**src/rtl/im_fetch_ctrl.sv**
```systemverilog
// im_fetch_ctrl: instruction fetch sequencer with pair select, RVC classification and valid/ready output.
// Optional SKIP_ZERO_EN: all-zero words are skipped instead of presented.
module im_fetch_ctrl #(
  parameter int ADDR_W = 6,
  parameter int END_PC = 63
) (
  input  logic              clk,
  input  logic              reset,
  input  logic              start,
  output logic [ADDR_W-2:0] im_sel,
  input  logic [63:0]       im_ir,
  output logic              instr_valid,
  input  logic              instr_ready,
  output logic [31:0]       instr,
  output logic [ADDR_W-1:0] instr_pc,
  output logic              instr_is_c,
  input  logic              redirect_valid,
  input  logic [ADDR_W-1:0] redirect_pc,
  output logic              busy,
  output logic              done
);
  typedef enum logic [1:0] {IDLE, RUN, DRAIN, HALT} state_t;
  localparam logic [ADDR_W:0] END_W = (ADDR_W+1)'(END_PC);
  state_t state, state_n;
  logic [ADDR_W:0] pc, pc_n;
  logic first, first_n, valid_n, is_c_n;
  logic [31:0] instr_n, word;
  logic [ADDR_W-1:0] ipc_n;
  logic word_c, slot_free, at_end, skip, redirect_hi;
  assign im_sel = pc[ADDR_W-1:1];
  assign word = pc[0] ? im_ir[31:0] : im_ir[63:32];
  assign word_c = word[1:0] != 2'b11;
  assign slot_free = !instr_valid || instr_ready;
  assign at_end = pc == END_W;
  assign redirect_hi = {1'b0, redirect_pc} > END_W;
  assign busy = state == RUN || state == DRAIN;
  assign done = state == HALT;
`ifdef SKIP_ZERO_EN
  assign skip = word == 32'h0;
`else
  assign skip = 1'b0;
`endif
  // The first RUN cycle after start only primes the pipeline; skips may still advance pc there.
  always_comb begin
    state_n = state;
    pc_n = pc;
    first_n = first;
    valid_n = instr_valid;
    instr_n = instr;
    ipc_n = instr_pc;
    is_c_n = instr_is_c;
    if (redirect_valid && state != IDLE) begin
      valid_n = 1'b0;
      first_n = 1'b0;
      pc_n = {1'b0, redirect_pc};
      state_n = redirect_hi ? HALT : RUN;
    end else if (state == IDLE || state == HALT) begin
      if (start) begin
        state_n = RUN;
        pc_n = '0;
        first_n = 1'b1;
      end
    end else if (state == DRAIN) begin
      if (slot_free) begin
        valid_n = 1'b0;
        state_n = HALT;
      end
    end else if (skip) begin
      pc_n = pc + 1'b1;
      first_n = 1'b0;
      valid_n = instr_valid && !instr_ready;
      state_n = at_end ? DRAIN : RUN;
    end else if (first) begin
      first_n = 1'b0;
    end else if (slot_free) begin
      valid_n = 1'b1;
      instr_n = word_c ? {16'h0, word[15:0]} : word;
      is_c_n = word_c;
      ipc_n = pc[ADDR_W-1:0];
      pc_n = pc + 1'b1;
      state_n = at_end ? DRAIN : RUN;
    end
  end
  always_ff @(posedge clk or negedge reset) begin
    if (!reset) begin
      state <= IDLE;
      pc <= '0;
      first <= 1'b0;
      instr_valid <= 1'b0;
      instr <= '0;
      instr_pc <= '0;
      instr_is_c <= 1'b0;
    end else begin
      state <= state_n;
      pc <= pc_n;
      first <= first_n;
      instr_valid <= valid_n;
      instr <= instr_n;
      instr_pc <= ipc_n;
      instr_is_c <= is_c_n;
    end
  end
endmodule

```
**config.mk**
```make
export PLATFORM = sky130hd
export DESIGN_NAME = im_fetch_ctrl
export DESIGN_NICKNAME = d
export VERILOG_FILES = /design/src/rtl/im_fetch_ctrl.sv
export SDC_FILE = /design/constraint.sdc
export NUM_CORES = 1
export LEC_CHECK = 0
export CORE_MARGIN = 5
export CORE_UTILIZATION = 44
export CTS_BUF_LIST = sky130_fd_sc_hd__clkbuf_8 sky130_fd_sc_hd__clkbuf_16
export CTS_CLUSTER_DIAMETER = 100
export DETAILED_ROUTE_END_ITERATION = 6
export PLACE_DENSITY = 0.85
export SLEW_MARGIN = 10
export SYNTH_ARGS = -nofsm -noshare
export SYNTH_HDL_FRONTEND = slang
export SYNTH_SLANG_ARGS = --single-unit
```
**constraint.sdc**
```tcl
create_clock -name clk -period 5.1 [get_ports clk]
set_input_delay 0.765 -clock clk [delete_from_list [all_inputs] [get_ports clk]]
set_output_delay 0.765 -clock clk [all_outputs]
set_load 0.02 [all_outputs]
```
==> results of run 1 <==
## power by group through the flow
stage | logic, uW | clock network [uW] | registers (uW)
6_report | 362 | 325 | 502
5_1_grt | 386 | 349 | 513
4_1_cts | 367 | 333 | 503
3_5_place_dp | 367 | 0 | 510
3_3_place_gp | 359 | 0 | 507
2_1_floorplan | 140 | 0 | 545
## synthesized netlist by cell type (2+ instances only)
cell,n
sky130_fd_sc_hd__dfrtp_1,50
sky130_fd_sc_hd__a211oi_1,2
sky130_fd_sc_hd__buf_4,7
sky130_fd_sc_hd__a21oi_1,20
sky130_fd_sc_hd__o2bb2ai_2,9
sky130_fd_sc_hd__nor3b_1,2
sky130_fd_sc_hd__buf_2,7
sky130_fd_sc_hd__nor2b_1,2
sky130_fd_sc_hd__nand2b_1,2
sky130_fd_sc_hd__clkbuf_1,4
sky130_fd_sc_hd__inv_1,6
sky130_fd_sc_hd__o22ai_1,2
sky130_fd_sc_hd__mux2_1,6
sky130_fd_sc_hd__nand3_1,5
sky130_fd_sc_hd__nand2_1,5
sky130_fd_sc_hd__nor2_1,22
sky130_fd_sc_hd__nor4_1,3
sky130_fd_sc_hd__and3_1,4
sky130_fd_sc_hd__ha_1,5
sky130_fd_sc_hd__o21ai_0,3
sky130_fd_sc_hd__mux2i_1,33
sky130_fd_sc_hd__a2bb2oi_1,2
sky130_fd_sc_hd__a221o_1,2
sky130_fd_sc_hd__o2bb2ai_1,9
## kinds of logic after synthesis
kind of cell / Yosys count / synth area share [%]
flip-flops: 50 / 48.45
AO/OA/AOI/OAI: 57 / 17.64
buffers and inverters: 25 / 5.281
adder cells (fa/ha/maj): 5 / 2.422
multiplexers: 40 / 15.84
AND/OR/NAND/NOR: 50 / 10.37
## per-stage QoR
step / setup slack [ns] / area, um^2 / util, % / hold slack [ns] / power, uW
3_3_place_gp: 1.894 / 3785 / 65.08 / 0.4677 / 865.8
4_1_cts: 2.096 / 3923 / 67.45 / 0.4988 / 1203
5_1_grt: 1.961 / 3923 / 67.45 / 0.5049 / 1248
2_1_floorplan: 3.093 / 2582 / - / 0.4694 / 685.2
6_report: 2.111 / 3923 / 67.45 / 0.4928 / 1190
3_5_place_dp: 1.789 / 3785 / 65.08 / 0.4746 / 876.8
## routing by layer
layer	vias up	wire length, um	GRT usage, %
li1	1052	-	-
met1	1020	2690	20.94
met2	85	3285	29.49
met3	6	591	6.084
met4	0	51	4.391
met5	-	0	0
## worst register-to-register path: stages, from the launching register on
cell and delay, ns:
sky130_fd_sc_hd__dfrtp_1 0.42, sky130_fd_sc_hd__inv_1 0.10, sky130_fd_sc_hd__ha_1 0.17, sky130_fd_sc_hd__nor2b_1 0.20, sky130_fd_sc_hd__nor4b_4 0.76, sky130_fd_sc_hd__buf_4 0.40
sky130_fd_sc_hd__nand2_2 0.31, sky130_fd_sc_hd__o2bb2ai_1 0.26
## area by class of cell
class	count	area share [%]
clock inverters	3	1.754
well taps	75	2.392
clock buffers	5	1.754
inverters	6	0.5742
multi-input cells	152	30.46
flip-flops and latches	50	31.93
repair buffers	123	31.13
## worst max path at each step
stage	start	endpoint	slack, ns	cells after the start
2_1_floorplan	state[1]	pc[0]	3.09	6
3_3_place_gp	redirect_valid	instr_is_c	1.89	6
3_5_place_dp	redirect_valid	instr[21]	1.79	6
4_1_cts	redirect_valid	instr[21]	2.10	6
5_1_grt	redirect_valid	instr[21]	1.96	6
6_report	redirect_valid	instr[21]	2.11	6
## state kept, by name (all words and copies together), names as in the netlist
register / cells
instr: 32
instr_is_c: 1
pc: 7
state: 2
instr_pc: 6
instr_valid: 1
first: 1
==> results_tabular.tex, run 1 <==
\begin{tabular}{lr}
\hline
Metric & Value \\
\hline
\multicolumn{2}{l}{\textbf{Yosys}} \\
Predominant post-synthesis flop cell & sky130\_fd\_sc\_hd\_\_dfrtp\_1 \\
Mean instance size in the synthesized netlist & 11.38 um\^{}2 \\
Post-synthesis cell type with the largest combined area & sky130\_fd\_sc\_hd\_\_dfrtp\_1 \\
Biggest area contributors in the synthesized netlist & sky130\_fd\_sc\_hd\_\_dfrtp\_1 48\%, sky130\_fd\_sc\_hd\_\_mux2i\_1 13\%, sky130\_fd\_sc\_hd\_\_o2bb2ai\_2 5.2\% \\
Number of distinct library cells after synthesis & 39 \\
Warning count from the yosys run & 0 \\
Share of flip-flops with an asynchronous set or reset after synthesis & 100.0\% \\
Fraction of synthesized cell area taken by the top area cell type & 48.45\% \\
Sequential area share after synthesis & 48.45\% \\
Count of mapped cells out of synthesis & 227 \\
Number of synthesized register bits & 50 \\
Number of nets produced by synthesis & 307 \\
Total standard cell area after synthesis & 2582 um\^{}2 \\
Number of enable-type register cells in the synthesized netlist & 0 \\
\multicolumn{2}{l}{\textbf{Power}} \\
Share of total power in combinational logic & 30.5\% \\
Switching part of the total power & 28.88\% \\
Max VDD drop & 0.0002143 V \\
Static Leak & 0.001676 uW \\
P\_sw & 343.6 uW \\
Cell-internal power & 846.1 uW \\
Ratio of total power to cell area & 303.3 nW/um\^{}2 \\
Sequential share of power & 42.2\% \\
Clock share of power & 27.3\% \\
\multicolumn{2}{l}{\textbf{Setup path}} \\
Reg-to-reg endpoint & instr[21] \\
Critical path peak fanout & 26 \\
Data required time at the worst endpoint & 5.32 ns \\
R2R cell count & 7 \\
R2R Path Start & state[1] \\
Startpoint types & primary input \\
Worst endpoint data arrival time & 3.21 ns \\
Setup slack on the worst flop-to-flop path & 2.40 ns \\
Setup crit end kind & register \\
Critical Setup Path Class & primary input to register \\
Chain of cells forming the critical path & clkdlybuf4s50\_1 -> nor2b\_1 -> nor4b\_4 -> buf\_4 -> nand2\_2 -> o2bb2ai\_1 \\
Crit path buffers/inverters & 2 \\
Worst path slowest cell & sky130\_fd\_sc\_hd\_\_nor4b\_4 \\
Family of cells with the greatest summed delay on the critical path & simple AND/OR/NAND/NOR gates \\
Critical Path Max Stage Delay & 0.76 ns \\
\multicolumn{2}{l}{\textbf{Routing}} \\
Via density per instance & 5.225 \\
Sum of routed wire length over all layers & 6.618 mm \\
Average wire per standard cell & 15.99 um \\
Via count & 2163 \\
Residual DRC count & 0 \\
Detailed-routing iteration count for the pre-antenna-repair pass & 4 \\
DRC violation total after the first TritonRoute iteration & 95 \\
Antenna-violating nets left & 0 \\
\multicolumn{2}{l}{\textbf{STA}} \\
Final critical delay including setup and external delays & 2.989 ns \\
Tcrit/Tclk final & 58.60\% \\
Max Clock Skew & 0.005389 ns \\
Setup TNS after final layout & 0 ns \\
Setup violations, final & 0 \\
Final hold viol count & 0 \\
Number of slew-limit violations in the final report & 0 \\
Measured slew at the worst slew-check pin & 1.007 ns \\
Setup repair after global routing missed its margin & false \\
Max Fclk & 0.3346 GHz \\
Relative max-transition margin & 32.89\% \\
\multicolumn{2}{l}{\textbf{Clocking}} \\
Buffer depth of the longest clock path & 2 \\
Clock edge transition at the registers on the reported setup and hold paths & 0.09 ns \\
CTS hold repair buffers & 0 \\
Clock Latency Late Sink & 0.30 ns \\
Clock Sink Count & 50 \\
\# H-tree levels & 2 \\
Post-CTS Setup Repair Bufs & 0 \\
Root Driver & sky130\_fd\_sc\_hd\_\_clkbuf\_8 \\
Clock buffer count from CTS & 5 \\
Clock tree from TritonCTS & built \\
Number of gates resized after cts & 0 \\
\multicolumn{2}{l}{\textbf{Die}} \\
Area of the core & 5816 um\^{}2 \\
Placement row count & 28 \\
Starting density of the core & 44.41\% \\
Area of the die & 7501 um\^{}2 \\
Top-Level Pins & 122 \\
Die H & 86.61 um \\
Die X & 86.61 um \\
\multicolumn{2}{l}{\textbf{Cells and area}} \\
Top library cells by usage in the layout, fill and taps aside & 120 x sky130\_fd\_sc\_hd\_\_clkdlybuf4s50\_1, 49 x sky130\_fd\_sc\_hd\_\_dfrtp\_1, 33 x sky130\_fd\_sc\_hd\_\_mux2i\_1, 22 x sky130\_fd\_sc\_hd\_\_nor2\_1, 20 x sky130\_fd\_sc\_hd\_\_a21oi\_1 \\
Area of combinational cells with multiple inputs & 1195 um\^{}2 \\
Final-layout fill cell count & 490 \\
Non-filler cells in the finished layout & 414 \\
Synthesis-to-layout area growth & 51.89\% \\
Diodes inserted & 0 \\
Most common library cell in the layout ignoring fill and taps & sky130\_fd\_sc\_hd\_\_clkdlybuf4s50\_1 \\
Ratio of cells with drive above 1 in the final layout & 7.375\% \\
Number of nets in the finished design & 418 \\
Sequential cell area in the final layout & 1252 um\^{}2 \\
\multicolumn{2}{l}{\textbf{Hold path}} \\
Instance count along the most critical hold path & 1 \\
Worst Hold Path EP & instr\_pc[0] \\
Class of the tightest hold or removal check & register to register \\
Hold path start & instr\_pc[0] \\
\multicolumn{2}{l}{\textbf{Global routing}} \\
Antenna violations before repair & 0 \\
Total routing usage reported by global routing & 17.32\% \\
Pin count of the biggest net entering global routing & 51 \\
GRT Residual Overflow & 0 \\
Vias in the first global route & 2204 \\
Global-route wire length before repair & 10.28 mm \\
\multicolumn{2}{l}{\textbf{Placement}} \\
Count of input and output buffers & 121 \\
Weighted congestion reported at the end of routability-driven placement & 0.8305 \\
Detailed-placement wirelength estimate & 5.067 mm \\
Number of instances in the placed design & 406 \\
\multicolumn{2}{l}{\textbf{Run status}} \\
Run status & finished, final reports clean \\
\multicolumn{2}{l}{\textbf{Job}} \\
Total of max-cap violations & 0 \\
\hline
\end{tabular}
No activity file was read; power rests on OpenSTA's default activity.
==> inputs of run 2 (changes only) <==
--- a/config.mk
+++ b/config.mk
@@ -6,11 +6,11 @@
 export NUM_CORES = 1
 export LEC_CHECK = 0
 export CORE_MARGIN = 5
-export CORE_UTILIZATION = 44
+export CORE_UTILIZATION = 41
 export CTS_BUF_LIST = sky130_fd_sc_hd__clkbuf_8 sky130_fd_sc_hd__clkbuf_16
 export CTS_CLUSTER_DIAMETER = 100
 export DETAILED_ROUTE_END_ITERATION = 6
-export PLACE_DENSITY = 0.85
+export PLACE_DENSITY = 0.8
 export SLEW_MARGIN = 10
 export SYNTH_ARGS = -nofsm -noshare
 export SYNTH_HDL_FRONTEND = slang
==> constraint.sdc (replaced) <==
create_clock -name clk -period 3 [get_ports clk]
set_input_delay 0.45 -clock clk [delete_from_list [all_inputs] [get_ports clk]]
set_output_delay 0.45 -clock clk [all_outputs]
set_load 0.02 [all_outputs]
==> results_tabular.tex, run 2 (synthesis gave the netlist of run 1 again) <==
\begin{tabular}{lr}
\hline
Metric & Value \\
\hline
\multicolumn{2}{l}{\textbf{Routing}} \\
DRC violation total after the first TritonRoute iteration & 61 (-36\%) \\
Average wire per standard cell & 15.77 um (-1.3\%) \\
Via count & 2160 (-0.14\%) \\
Antenna-violating nets left & 0 (unchanged) \\
Detailed-routing iteration count for the pre-antenna-repair pass & 4 (unchanged) \\
Via density per instance & 5.143 (-1.6\%) \\
Sum of routed wire length over all layers & 6.625 mm (+0.11\%) \\
Residual DRC count & 0 (unchanged) \\
\multicolumn{2}{l}{\textbf{Cells and area}} \\
Register with the most flip-flops & instr \\
Final-layout fill cell count & 531 (+8.4\%) \\
Most common library cell in the layout ignoring fill and taps & sky130\_fd\_sc\_hd\_\_clkdlybuf4s50\_1 \\
Ratio of cells with drive above 1 in the final layout & 8.455\% (+1.1 points) \\
Largest registers & instr (32), pc (7), instr\_pc (6) \\
Number of nets in the finished design & 422 (+0.96\%) \\
Non-filler cells in the finished layout & 420 (+1.4\%) \\
Diodes inserted & 0 (unchanged) \\
Final Core Density & 62.69\% (-4.8 points) \\
Top library cells by usage in the layout, fill and taps aside & 120 x sky130\_fd\_sc\_hd\_\_clkdlybuf4s50\_1, 49 x sky130\_fd\_sc\_hd\_\_dfrtp\_1, 33 x sky130\_fd\_sc\_hd\_\_mux2i\_1, 22 x sky130\_fd\_sc\_hd\_\_nor2\_1, 20 x sky130\_fd\_sc\_hd\_\_a21oi\_1 \\
Flip-flop count of the largest register after layout & 32 (unchanged) \\
Synthesis-to-layout area growth & 51.50\% \\
\multicolumn{2}{l}{\textbf{STA}} \\
Number of slew-limit violations in the final report & 0 (unchanged) \\
Tcrit/Tclk final & 79.48\% \\
Worst setup slack after layout & 0.6157 ns (-1.495 ns) \\
Setup repair after global routing missed its margin & false \\
Final critical delay including setup and external delays & 2.384 ns \\
Max Clock Skew & 0.003039 ns (-0.002351 ns) \\
Measured slew at the worst slew-check pin & 0.6929 ns (-0.3137 ns) \\
Max Fclk & 0.4194 GHz \\
Setup violations, final & 0 (unchanged) \\
Final hold viol count & 0 (unchanged) \\
Relative max-transition margin & 53.81\% (+21 points) \\
Setup TNS after final layout & 0 ns (unchanged) \\
\multicolumn{2}{l}{\textbf{Clocking}} \\
Clock Latency Late Sink & 0.29 ns (about the same) \\
Clock Sink Count & 50 (unchanged) \\
Number of gates resized after cts & 0 (unchanged) \\
Buffer depth of the longest clock path & 2 (unchanged) \\
\# H-tree levels & 2 (unchanged) \\
Clock buffer count from CTS & 5 (unchanged) \\
CTS hold repair buffers & 0 (unchanged) \\
Root Driver & sky130\_fd\_sc\_hd\_\_clkbuf\_8 \\
Clock edge transition at the registers on the reported setup and hold paths & 0.09 ns (about the same) \\
Post-CTS Setup Repair Bufs & 0 (unchanged) \\
Clock tree from TritonCTS & built \\
\multicolumn{2}{l}{\textbf{Power}} \\
Ratio of total power to cell area & 479.5 nW/um\^{}2 (+58\%) \\
Post-route total power & 1876 uW (+58\%) \\
Max VDD drop & 0.0002365 V (+10\%) \\
Static Leak & 0.001674 uW (-0.11\%) \\
\multicolumn{2}{l}{\textbf{Global routing}} \\
Global-route wire length before repair & 10.25 mm (-0.27\%) \\
Pin count of the biggest net entering global routing & 33 (-35\%) \\
Vias in the first global route & 2135 (-3.1\%) \\
Total routing usage reported by global routing & 16.40\% (-0.93 points) \\
GRT Residual Overflow & 0 (unchanged) \\
Antenna violations before repair & 0 (unchanged) \\
\multicolumn{2}{l}{\textbf{Run status}} \\
Run status & finished, final reports clean \\
\multicolumn{2}{l}{\textbf{Placement}} \\
Setup slack after placement & 0.6923 ns (-1.097 ns) \\
Number of instances in the placed design & 412 (+1.5\%) \\
Detailed-placement wirelength estimate & 5.195 mm (+2.5\%) \\
Count of input and output buffers & 121 (unchanged) \\
Weighted congestion reported at the end of routability-driven placement & 0.8590 (+3.4\%) \\
\multicolumn{2}{l}{\textbf{Die}} \\
Area of the core & 6241 um\^{}2 (+7.3\%) \\
Starting density of the core & 41.38\% (-3.0 points) \\
Placement row count & 29 (+3.6\%) \\
Die H & 89.37 um (+3.2\%) \\
Die X & 89.37 um (+3.2\%) \\
Area of the die & 7986 um\^{}2 (+6.5\%) \\
Top-Level Pins & 122 (unchanged) \\
\multicolumn{2}{l}{\textbf{Setup path}} \\
Family of cells with the greatest summed delay on the critical path & buffers and inverters \\
Worst path slowest cell & sky130\_fd\_sc\_hd\_\_clkdlybuf4s50\_1 \\
Crit. Startpoint & state[1] \\
Critical path peak fanout & 12 (-54\%) \\
Data required time at the worst endpoint & 2.55 ns (-2.77 ns) \\
Setup crit end kind & primary output \\
Startpoint types & register \\
Chain of cells forming the critical path & inv\_1 -> ha\_1 -> clkdlybuf4s50\_1 \\
Critical Path Max Stage Delay & 0.68 ns (-0.08 ns) \\
CP Depth & 3 (-3) \\
Setup slack on the worst flop-to-flop path & 0.95 ns (-1.45 ns) \\
Critical Setup Path Class & register to primary output \\
Reg-to-reg endpoint & pc[1] \\
R2R cell count & 6 (-1) \\
R2R Path Start & state[1] \\
End of the critical path & busy \\
Worst endpoint data arrival time & 1.93 ns (-1.28 ns) \\
Crit path buffers/inverters & 2 (unchanged) \\
\multicolumn{2}{l}{\textbf{Job}} \\
Total of max-cap violations & 0 (unchanged) \\
\multicolumn{2}{l}{\textbf{Hold path}} \\
Class of the tightest hold or removal check & primary input to asynchronous set/reset pin \\
\hline
\end{tabular}
## run 2: cell type report
cell class,count,area [um^2],share of cell area [%]
sequential,50,1252,32.01
timing repair buffer,127,1251,31.98
multi-input combinational,152,1195,30.54
tap,77,96.34,2.462
clock buffer,6,82.58,2.111
inverter,6,22.52,0.5756
clock inverter,2,12.51,0.3198
## run 2: routing by layer
layer	track usage, %	vias up	routed length (um)
li1	-	1062	-
met1	20.58	1011	2625
met2	27.39	78	3280
met3	5.622	9	666
met4	3.654	0	53
met5	0	-	0
## run 2: worst min path at each step
stage	start	endpoint	slack, ns	depth (start not counted)
floorplan	reset	first	0.15	0
global placement	instr_pc[0]	instr_pc[0]	0.47	1
detailed placement	instr[20]	instr[20]	0.48	1
CTS	reset	state[0]	0.20	1
global route	reset	state[1]	0.24	1
finish	reset	state[1]	0.19	1
## run 2: through the flow
step	hold slack, ns	instance area [um^2]
floorplan	0.1544	2582
global placement	0.4683	3817
detailed placement	0.4767	3817
CTS	0.2038	3913
global route	0.2431	3913
finish	0.1868	3913
## run 2: report_power, final
part,leakage [uW],switching (uW),internal (uW)
Clock,0.0000472,217,186
Combinational,0.00102,288,345
Sequential,0.000610,77.2,763
Total,0.00167,583,1290
==> inputs of run 3 (changes only) <==
--- a/config.mk
+++ b/config.mk
@@ -6,11 +6,11 @@
 export NUM_CORES = 1
 export LEC_CHECK = 0
 export CORE_MARGIN = 5
-export CORE_UTILIZATION = 41
+export CORE_UTILIZATION = 37
 export CTS_BUF_LIST = sky130_fd_sc_hd__clkbuf_8 sky130_fd_sc_hd__clkbuf_16
 export CTS_CLUSTER_DIAMETER = 100
 export DETAILED_ROUTE_END_ITERATION = 6
-export PLACE_DENSITY = 0.8
+export PLACE_DENSITY = 0.76
 export SLEW_MARGIN = 10
 export SYNTH_ARGS = -nofsm -noshare
 export SYNTH_HDL_FRONTEND = slang
==> constraint.sdc (replaced) <==
create_clock -name clk -period 2.1 [get_ports clk]
set_input_delay 0.315 -clock clk [delete_from_list [all_inputs] [get_ports clk]]
set_output_delay 0.315 -clock clk [all_outputs]
set_load 0.02 [all_outputs]
==> results_tabular.tex, run 3 (synthesis gave the netlist of run 1 again) <==
\begin{tabular}{lr}
\hline
Metric & Value \\
\hline
\multicolumn{2}{l}{\textbf{Job}} \\
Total of max-cap violations & 0 (unchanged) \\
\multicolumn{2}{l}{\textbf{Die}} \\
Area of the core & 6794 um\^{}2 (+8.9\%) \\
Top-Level Pins & 122 (unchanged) \\
Placement row count & 30 (+3.4\%) \\
Die X & 93.55 um (+4.7\%) \\
Area of the die & 8751 um\^{}2 (+9.6\%) \\
Starting density of the core & 38.01\% (-3.4 points) \\
Die H & 93.55 um (+4.7\%) \\
\multicolumn{2}{l}{\textbf{Global routing}} \\
Antenna violations before repair & 0 (unchanged) \\
Global-route wire length before repair & 10.69 mm (+4.2\%) \\
Met2 GRT Util & 25.67\% (-1.7 points) \\
GRT Residual Overflow & 0 (unchanged) \\
Total routing usage reported by global routing & 15.23\% (-1.2 points) \\
Met3 global-route usage & 5.632\% (+0.0094 points) \\
Highest-utilization routing layer at the global route stage & met2 \\
Pin count of the biggest net entering global routing & 29 (-12\%) \\
Vias in the first global route & 2241 (+5.0\%) \\
Met1 Track Usage GR & 18.28\% (-2.3 points) \\
\multicolumn{2}{l}{\textbf{STA}} \\
Setup violations, final & 0 (unchanged) \\
Measured slew at the worst slew-check pin & 0.5189 ns (-0.1740 ns) \\
Setup repair after global routing missed its margin & false \\
Final hold viol count & 22 (+22) \\
Max Fclk & 0.5079 GHz \\
Tcrit/Tclk final & 93.76\% \\
Relative max-transition margin & 65.41\% (+12 points) \\
Number of slew-limit violations in the final report & 0 (unchanged) \\
Max Clock Skew & 0.005384 ns (+0.002346 ns) \\
Setup TNS after final layout & 0 ns (unchanged) \\
Final critical delay including setup and external delays & 1.969 ns \\
Tightest hold margin & -0.008870 ns (-0.1956 ns) \\
\multicolumn{2}{l}{\textbf{Routing}} \\
DRC violation total after the first TritonRoute iteration & 35 (-43\%) \\
Detailed-routing iteration count for the pre-antenna-repair pass & 4 (unchanged) \\
Sum of routed wire length over all layers & 6.829 mm (+3.1\%) \\
Average wire per standard cell & 15.35 um (-2.7\%) \\
Antenna-violating nets left & 0 (unchanged) \\
Via count & 2192 (+1.5\%) \\
Residual DRC count & 0 (unchanged) \\
Via density per instance & 4.926 (-4.2\%) \\
\multicolumn{2}{l}{\textbf{Setup path}} \\
Data required time at the worst endpoint & 2.27 ns (-0.28 ns) \\
Critical path peak fanout & 8 (-4) \\
Chain of cells forming the critical path & inv\_1 -> ha\_2 -> nand2b\_1 -> nor3\_4 -> nor2\_1 -> buf\_4 -> a221o\_1 \\
Worst endpoint data arrival time & 2.14 ns (+0.21 ns) \\
Critical Path Max Stage Delay & 0.41 ns (-0.27 ns) \\
Critical Setup Path Class & register to register \\
Startpoint types & register \\
Worst path slowest cell & sky130\_fd\_sc\_hd\_\_ha\_2 \\
Setup crit end kind & register \\
\multicolumn{2}{l}{\textbf{Cells and area}} \\
Synthesis-to-layout area growth & 56.40\% \\
Largest registers & instr (32), pc (7), instr\_pc (6) \\
Number of nets in the finished design & 428 (+1.4\%) \\
Register with the most flip-flops & instr \\
Ratio of cells with drive above 1 in the final layout & 10.32\% (+1.9 points) \\
Final Core Density & 59.45\% (-3.2 points) \\
Flip-flop count of the largest register after layout & 32 (unchanged) \\
Top library cells by usage in the layout, fill and taps aside & 119 x sky130\_fd\_sc\_hd\_\_clkdlybuf4s50\_1, 49 x sky130\_fd\_sc\_hd\_\_dfrtp\_1, 33 x sky130\_fd\_sc\_hd\_\_mux2i\_1, 22 x sky130\_fd\_sc\_hd\_\_nor2\_1, 20 x sky130\_fd\_sc\_hd\_\_a21oi\_1 \\
Most common library cell in the layout ignoring fill and taps & sky130\_fd\_sc\_hd\_\_clkdlybuf4s50\_1 \\
Diodes inserted & 0 (unchanged) \\
\multicolumn{2}{l}{\textbf{Clocking}} \\
Clock Latency Late Sink & 0.29 ns (about the same) \\
Root Driver & sky130\_fd\_sc\_hd\_\_clkbuf\_8 \\
Post-CTS Setup Repair Bufs & 0 (unchanged) \\
Clock tree from TritonCTS & built \\
Clock edge transition at the registers on the reported setup and hold paths & 0.08 ns (about the same) \\
CTS hold repair buffers & 0 (unchanged) \\
Number of gates resized after cts & 1 (+1) \\
Clock buffer count from CTS & 5 (unchanged) \\
Clock Sink Count & 50 (unchanged) \\
Buffer depth of the longest clock path & 2 (unchanged) \\
\# H-tree levels & 2 (unchanged) \\
\multicolumn{2}{l}{\textbf{Run status}} \\
Run status & finished, violations left \\
Violated checks & negative hold slack \\
\multicolumn{2}{l}{\textbf{Power}} \\
Static Leak & 0.001729 uW (+3.3\%) \\
Max VDD drop & 0.0002514 V (+6.3\%) \\
Post-route total power & 2690 uW (+43\%) \\
Ratio of total power to cell area & 666.1 nW/um\^{}2 (+39\%) \\
\multicolumn{2}{l}{\textbf{Hold path}} \\
Class of the tightest hold or removal check & primary input to asynchronous set/reset pin \\
\multicolumn{2}{l}{\textbf{Placement}} \\
Count of input and output buffers & 121 (unchanged) \\
Weighted congestion reported at the end of routability-driven placement & 0.8868 (+3.2\%) \\
Detailed-placement wirelength estimate & 5.381 mm (+3.6\%) \\
\hline
\end{tabular}
## run 3: area by class of cell
type / count / area [um^2]
clock buffer: 6 / 82.58
tap: 96 / 120.1
fill: 562 / 2755
multi-input combinational: 152 / 1207
sequential: 50 / 1252
inverter: 6 / 22.52
clock inverter: 2 / 8.758
timing repair buffer: 133 / 1345
## run 3: layer usage
| layer | part of all wire [%] | wire (um) |
|---|---|---|
| met3 | 9.0 | 613 |
| met4 | 1.3 | 91 |
| met1 | 41 | 2799 |
| met2 | 49 | 3325 |
| met5 | 0 | 0 |
## run 3: report_power, final
part           internal (uW)  switching, uW
logic                    515            442
registers               1090           89.2
clock network            261            293
total                   1870            824
## run 3: per-stage QoR
stage                     instances  cell area, um^2  worst slack [ns]
final                           445             4039            0.1310
after global routing            445             4039           0.03065
after CTS                       445             4026           0.09603
after detailed placement        437             3936           0.05088
after global placement          437             3936           0.09631
after floorplan                 227             2582           0.09300
## run 3: worst paths after layout
kind | start | cells past startpoint | endpoint | slack [ns]
max in group asynchronous | reset | 2 | pc[0] | 1.57
min reg2reg | instr_pc[3] | 1 | instr_pc[3] | 0.49
max | state[1] | 7 | pc[1] | 0.13
min | reset | 1 | state[0] | -0.009
min in group clk | instr_pc[3] | 1 | instr_pc[3] | 0.49
max reg2reg | state[1] | 7 | pc[1] | 0.13
## run 3: worst max-delay path: cells and delay by family (launching register included)
| kind | cells | cell delay (ns) |
|---|---|---|
| AND/OR/NAND/NOR | 3 | 0.54 |
| adder cells (fa/ha/maj) | 1 | 0.41 |
| flip-flops | 1 | 0.39 |
| AO/OA/AOI/OAI | 1 | 0.28 |
| buffers and inverters | 2 | 0.24 |
